===== src/rtl/mem_port_arbiter.sv =====
// mem_port_arbiter
//   Shares one memory port between instruction fetch (m0) and the EXU
//   load/store handler (m1). Requests are arbitrated round-robin, and a grant
//   is locked while its downstream request is stalled. A 1-bit ID FIFO
//   remembers who issued each in-flight transaction, so that in-order
//   responses can be routed back to the right requester.
//
// Ports
//   clk, rst_n        core clock, asynchronous active-low reset
//   m0_req_slv_*      fetch request in     (vld/rdy, addr, st, data, strobe)
//   m0_rsp_mst_*      fetch response out   (vld/rdy, data)
//   m1_req_slv_*      ldst request in
//   m1_rsp_mst_*      ldst response out
//   s_req_mst_*       downstream request out
//   s_rsp_slv_*       downstream response in (strictly in request order)
//   busy              high while any transaction is outstanding
module mem_port_arbiter #(
  parameter int unsigned OSTD_DEPTH = 4,
  parameter int unsigned AW         = 32,
  parameter int unsigned DW         = 32
) (
  input  logic            clk,
  input  logic            rst_n,

  input  logic            m0_req_slv_vld,
  output logic            m0_req_slv_rdy,
  input  logic [AW-1:0]   m0_req_slv_addr,
  input  logic            m0_req_slv_st,
  input  logic [DW-1:0]   m0_req_slv_data,
  input  logic [DW/8-1:0] m0_req_slv_strobe,
  output logic            m0_rsp_mst_vld,
  input  logic            m0_rsp_mst_rdy,
  output logic [DW-1:0]   m0_rsp_mst_data,

  input  logic            m1_req_slv_vld,
  output logic            m1_req_slv_rdy,
  input  logic [AW-1:0]   m1_req_slv_addr,
  input  logic            m1_req_slv_st,
  input  logic [DW-1:0]   m1_req_slv_data,
  input  logic [DW/8-1:0] m1_req_slv_strobe,
  output logic            m1_rsp_mst_vld,
  input  logic            m1_rsp_mst_rdy,
  output logic [DW-1:0]   m1_rsp_mst_data,

  output logic            s_req_mst_vld,
  input  logic            s_req_mst_rdy,
  output logic [AW-1:0]   s_req_mst_addr,
  output logic            s_req_mst_st,
  output logic [DW-1:0]   s_req_mst_data,
  output logic [DW/8-1:0] s_req_mst_strobe,

  input  logic            s_rsp_slv_vld,
  output logic            s_rsp_slv_rdy,
  input  logic [DW-1:0]   s_rsp_slv_data,

  output logic            busy
);

  localparam int unsigned PW = $clog2(OSTD_DEPTH);
  localparam int unsigned CW = $clog2(OSTD_DEPTH + 1);

  logic [CW-1:0] ostd_cnt;
  logic [PW-1:0] wr_ptr;
  logic [PW-1:0] rd_ptr;
  logic          id_fifo [OSTD_DEPTH];
  logic          rr_last;
  logic          lock_vld;
  logic          lock_id;

  logic          full;
  logic          empty;
  logic          win_vld;
  logic          win_id;
  logic          head;
  logic          push;
  logic          pop;

  assign full  = (ostd_cnt == CW'(OSTD_DEPTH));
  assign empty = (ostd_cnt == '0);
  assign busy  = ~empty;

  // A locked grant overrides arbitration until its request is accepted.
  always_comb begin
    win_vld = 1'b0;
    win_id  = 1'b0;
    if (lock_vld) begin
      win_vld = 1'b1;
      win_id  = lock_id;
    end else if (m0_req_slv_vld && m1_req_slv_vld) begin
      win_vld = 1'b1;
      win_id  = ~rr_last;
    end else if (m0_req_slv_vld) begin
      win_vld = 1'b1;
      win_id  = 1'b0;
    end else if (m1_req_slv_vld) begin
      win_vld = 1'b1;
      win_id  = 1'b1;
    end
  end

  // Request path: rdy depends only on registered count, never on the response side.
  assign s_req_mst_vld    = win_vld & ~full;
  assign s_req_mst_addr   = win_id ? m1_req_slv_addr   : m0_req_slv_addr;
  assign s_req_mst_st     = win_id ? m1_req_slv_st     : m0_req_slv_st;
  assign s_req_mst_data   = win_id ? m1_req_slv_data   : m0_req_slv_data;
  assign s_req_mst_strobe = win_id ? m1_req_slv_strobe : m0_req_slv_strobe;
  assign m0_req_slv_rdy   = s_req_mst_rdy & ~full & win_vld & ~win_id;
  assign m1_req_slv_rdy   = s_req_mst_rdy & ~full & win_vld &  win_id;
  assign push             = s_req_mst_vld & s_req_mst_rdy;

  // Response path: the FIFO head names the requester that owns the response.
  assign head            = id_fifo[rd_ptr];
  assign m0_rsp_mst_vld  = s_rsp_slv_vld & ~empty & ~head;
  assign m1_rsp_mst_vld  = s_rsp_slv_vld & ~empty &  head;
  assign m0_rsp_mst_data = s_rsp_slv_data;
  assign m1_rsp_mst_data = s_rsp_slv_data;
  assign s_rsp_slv_rdy   = ~empty & (head ? m1_rsp_mst_rdy : m0_rsp_mst_rdy);
  assign pop             = s_rsp_slv_vld & s_rsp_slv_rdy;

  always_ff @(posedge clk) begin
    if (push) begin
      id_fifo[wr_ptr] <= win_id;
    end
  end

  always_ff @(posedge clk or negedge rst_n) begin
    if (!rst_n) begin
      ostd_cnt <= '0;
      wr_ptr   <= '0;
      rd_ptr   <= '0;
      rr_last  <= 1'b1;
      lock_vld <= 1'b0;
      lock_id  <= 1'b0;
    end else begin
      if (push) begin
        wr_ptr   <= wr_ptr + PW'(1);
        rr_last  <= win_id;
        lock_vld <= 1'b0;
      end else if (s_req_mst_vld) begin
        lock_vld <= 1'b1;
        lock_id  <= win_id;
      end
      if (pop) begin
        rd_ptr <= rd_ptr + PW'(1);
      end
      case ({push, pop})
        2'b10:   ostd_cnt <= ostd_cnt + CW'(1);
        2'b01:   ostd_cnt <= ostd_cnt - CW'(1);
        default: ostd_cnt <= ostd_cnt;
      endcase
    end
  end

endmodule


===== config.mk =====
export PLATFORM = sky130hd
export DESIGN_NAME = mem_port_arbiter
export DESIGN_NICKNAME = d
export VERILOG_FILES = /design/src/rtl/mem_port_arbiter.sv
export SDC_FILE = /design/constraint.sdc
export NUM_CORES = 1
export LEC_CHECK = 0
export CAP_MARGIN = 20
export CORE_AREA = 2 2 122 124
export DETAILED_ROUTE_END_ITERATION = 7
export DIE_AREA = 0 0 124 126
export PLACE_DENSITY_LB_ADDON = 0.25
export SYNTH_ARGS = -nofsm -noshare
export SYNTH_HDL_FRONTEND = slang
export SYNTH_SLANG_ARGS = --single-unit

===== constraint.sdc =====
create_clock -name clk -period 6.1 [get_ports clk]
set_clock_uncertainty 0.05 [all_clocks]
set_input_delay 1.22 -clock clk [delete_from_list [all_inputs] [get_ports clk]]
set_output_delay 1.22 -clock clk [all_outputs]
set_load 0.01 [all_outputs]

==> metrics list <==
* Placed wire-length estimate: 7260 um
- CTS saw 14 sinks.
- Of all cell types, the one taking the most synthesized area is sky130_fd_sc_hd__mux2_4.
- For this run, the post-layout net count is 550.
* Routed wire length per instance: 15.8 um
- Top fanout value on the critical path: 44
- Fin crit share: 0.799
- Buffers inserted during post-CTS setup optimization: 0
- The final hold violation count was 0.
- CTS HTree Levels: 1
* Share of layout cells above drive strength 1: 0.222
- Largest cells by area after synthesis: sky130_fd_sc_hd__mux2_4, sky130_fd_sc_hd__buf_4, sky130_fd_sc_hd__dfrtp_1
- Total nets after synthesis: 395
- CP endpoint kind: output port
- Max Fclk: 205 MHz
- Of the synthesized area, sequential elements account for 0.152.
- The clock passes through at most 2 buffers.
- For this run, design rule violations remaining after detail routing come to 0.
* Placeable core area: 0.0143 sq mm
- Horizontal die dimension: 124 um
* Type of the worst min-delay path: reg -> reg
- Cell count after synthesis: 211
* Relative slew slack: 0.600
- Global-route wire length before repair: 11800 um
- Clock latency on the worst-skew pair, taken at its later pin, is 0.24 ns.
- The final route contains 2083 vias.
* CTS clk-pin slew, worst paths: 0.05 ns
* Growth of design area from synthesis to finish: 78.4%
- Root Buffer: sky130_fd_sc_hd__clkbuf_16
- Clock buffer count from CTS: 3
- For this design the static power due to leakage is 1.89 nW.
- Die Y-Extent: 126 um
- Total of buffers placed on input and output ports: 221
* Number of antenna violations at the first check in global routing: 0
- Setup repair after global routing left no endpoint under its margin.
* Final weighted congestion in routability-driven placement: 0.749
- The share of synthesized area in the top cell type comes to 0.418.
- The Yosys step of the flow raised 0 warnings.
- Least-Margin Pin Slew: 0.601 ns
- GRT Residual Overflow: 0
* Count of state elements after synthesis: 14
- The synthesized netlist contains 28 unique library cells.
* TritonCTS clock tree: yes
* Full die area: 0.0156 sq mm
* Initial standard-cell utilization of the core: 0.171
- Setup Total Neg Slack: 0 ns
- Remaining number of nets flagged by the antenna check after routing: 0
- Data on the critical path is required at its endpoint by 4.83 ns.
- Setup violations remaining at the end of the flow were counted as 0.
- The number of antenna diodes in the final layout is 0.
- The tightest hold path in the finished design has a slack of 0.459 ns.
- Arrival time at the worst endpoint: 3.60 ns
- Global routing usage summed across all routing layers: 0.0979
* Via count of the first global-routing pass: 2146
- Top-level port count: 318
* Max capacitance violation total: 0
* DRC marker count from the first detailed-route iteration: 45
- Run status: finished clean
* Total standard cell area after synthesis: 0.00244 sq mm
- Buffers inserted to repair hold after CTS numbered 0.
- In this run the power density over the cells is 305 mW/mm^2.
- In this run the mean area of a mapped cell was 11.6 sq um.
- The worst setup path is launched from an input port.
- Dividing the detail-routed via count by the number of cells gives 3.79.
- Peak supply drop: 0.205 mV
- Critical path type: in -> out
* Total routed wirelength: 8670 um
* Largest net degree at the start of global routing: 45
* DR pass1 iterations: 4
- Fin crit period: 4.87 ns
- Post-CTS repair changed the size of 0 cells.
* Total count of max-transition violations in the final report: 0
- Number of standard-cell rows in the floorplan: 44
-- state kept, by name (all words and copies together) (netlist names) --
register	cells
id_fifo	4
ostd_cnt	3
rd_ptr	2
wr_ptr	2
lock_id	1
lock_vld	1
rr_last	1
-- layout by cell type (no fill, tap or decap), drive strengths merged, types with 2 or more instances in the layout --
cell type	Yosys	final
dfrtp	9	9
nand2	4	4
mux2	71	71
ha	5	5
nor2	7	7
mux2i	7	7
a21oi	3	3
and3	4	4
xor2	3	3
nor3	2	2
clkdlybuf4s50	0	221
inv	8	8
clkbuf	0	3
edfxtp	4	4
xnor2	2	2
-- Yosys cell counts --
cell type and n:
sky130_fd_sc_hd__mux2_2 3, sky130_fd_sc_hd__fa_1 1, sky130_fd_sc_hd__o21a_1 1, sky130_fd_sc_hd__nand2_1 4, sky130_fd_sc_hd__a31o_2 1, sky130_fd_sc_hd__nor3b_2 1, sky130_fd_sc_hd__mux2_4 68, sky130_fd_sc_hd__xnor2_1 2
sky130_fd_sc_hd__a21oi_2 1, sky130_fd_sc_hd__edfxtp_1 4, sky130_fd_sc_hd__buf_6 1, sky130_fd_sc_hd__o31ai_1 1, sky130_fd_sc_hd__nor3_1 2, sky130_fd_sc_hd__and3_1 4, sky130_fd_sc_hd__buf_4 64, sky130_fd_sc_hd__and2_4 1
sky130_fd_sc_hd__nor2b_1 1, sky130_fd_sc_hd__mux2i_1 7, sky130_fd_sc_hd__o21ai_0 1, sky130_fd_sc_hd__dfstp_2 1, sky130_fd_sc_hd__and2b_1 1, sky130_fd_sc_hd__dfrtp_1 9, sky130_fd_sc_hd__inv_1 8, sky130_fd_sc_hd__nor2_1 7
sky130_fd_sc_hd__a21oi_1 2, sky130_fd_sc_hd__ha_1 5, sky130_fd_sc_hd__buf_12 7, sky130_fd_sc_hd__xor2_1 3
-- worst max-delay path: stages --
cell,delay (ns)
sky130_fd_sc_hd__clkdlybuf4s50_1,0.48
sky130_fd_sc_hd__nand2_1,0.06
sky130_fd_sc_hd__nand2_1,0.08
sky130_fd_sc_hd__o21a_4,0.50
sky130_fd_sc_hd__buf_12,0.36
sky130_fd_sc_hd__mux2_4,0.34
sky130_fd_sc_hd__clkdlybuf4s50_1,0.50
-- per-stage QoR --
step           instances  power [mW]  utilization  area, sq um  setup WS [ns]
2_1_floorplan        211       0.881            -         2440           2.75
3_3_place_gp         545        1.22        0.299         4280           1.21
3_5_place_dp         545        1.22        0.299         4280           1.18
4_1_cts              549        1.36        0.305         4360           1.17
5_1_grt              549        1.42        0.305         4360           1.09
6_report             549        1.33        0.305         4360           1.23
-- metal layers --
metal / share of wire / global-route usage
met5: 0 / 0
met4: 0.0020 / 0.00859
met3: 0.15 / 0.0462
met2: 0.46 / 0.167
met1: 0.39 / 0.116
-- layout make-up --
cell class / count / area, sq um
inverters: 8 / 30.0
clock inverters: 1 / 3.75
fillers: 1467 / 9950
well taps: 184 / 230
clock buffers: 3 / 75.1
flip-flops and latches: 14 / 372
multi-input cells: 117 / 1420
repair buffers: 222 / 2230
-- path summary, 6_finish.rpt --
path                           startpoint  slack, ns  cells past startpoint                end
max                        m0_req_slv_vld       1.23                      7  s_req_mst_addr[7]
min                               lock_id       0.46                      1            lock_id
min reg2reg                       lock_id       0.46                      1            lock_id
max in group asynchronous           rst_n       4.39                      1            rr_last
min in group asynchronous           rst_n       1.26                      1          wr_ptr[1]
max reg2reg                     rd_ptr[1]       3.74                     10        ostd_cnt[2]
-- report_power, final --
group          switching (mW)  leakage [nW]  internal [mW]  total, mW
sequential             0.0343         0.154          0.144      0.178
combinational           0.389          1.70          0.642       1.03
clock                  0.0355        0.0385         0.0864      0.122
-- kinds of logic after synthesis --
group | after synthesis | share of synthesized area
compound gates | 7 | 0.0195
xor+xnor | 5 | 0.0179
fa+ha+maj | 6 | 0.0338
buf+inv | 80 | 0.271
flops | 14 | 0.152
mux | 78 | 0.460
simple gates | 21 | 0.0456
Note: power is estimated with default switching activity, not from simulation.
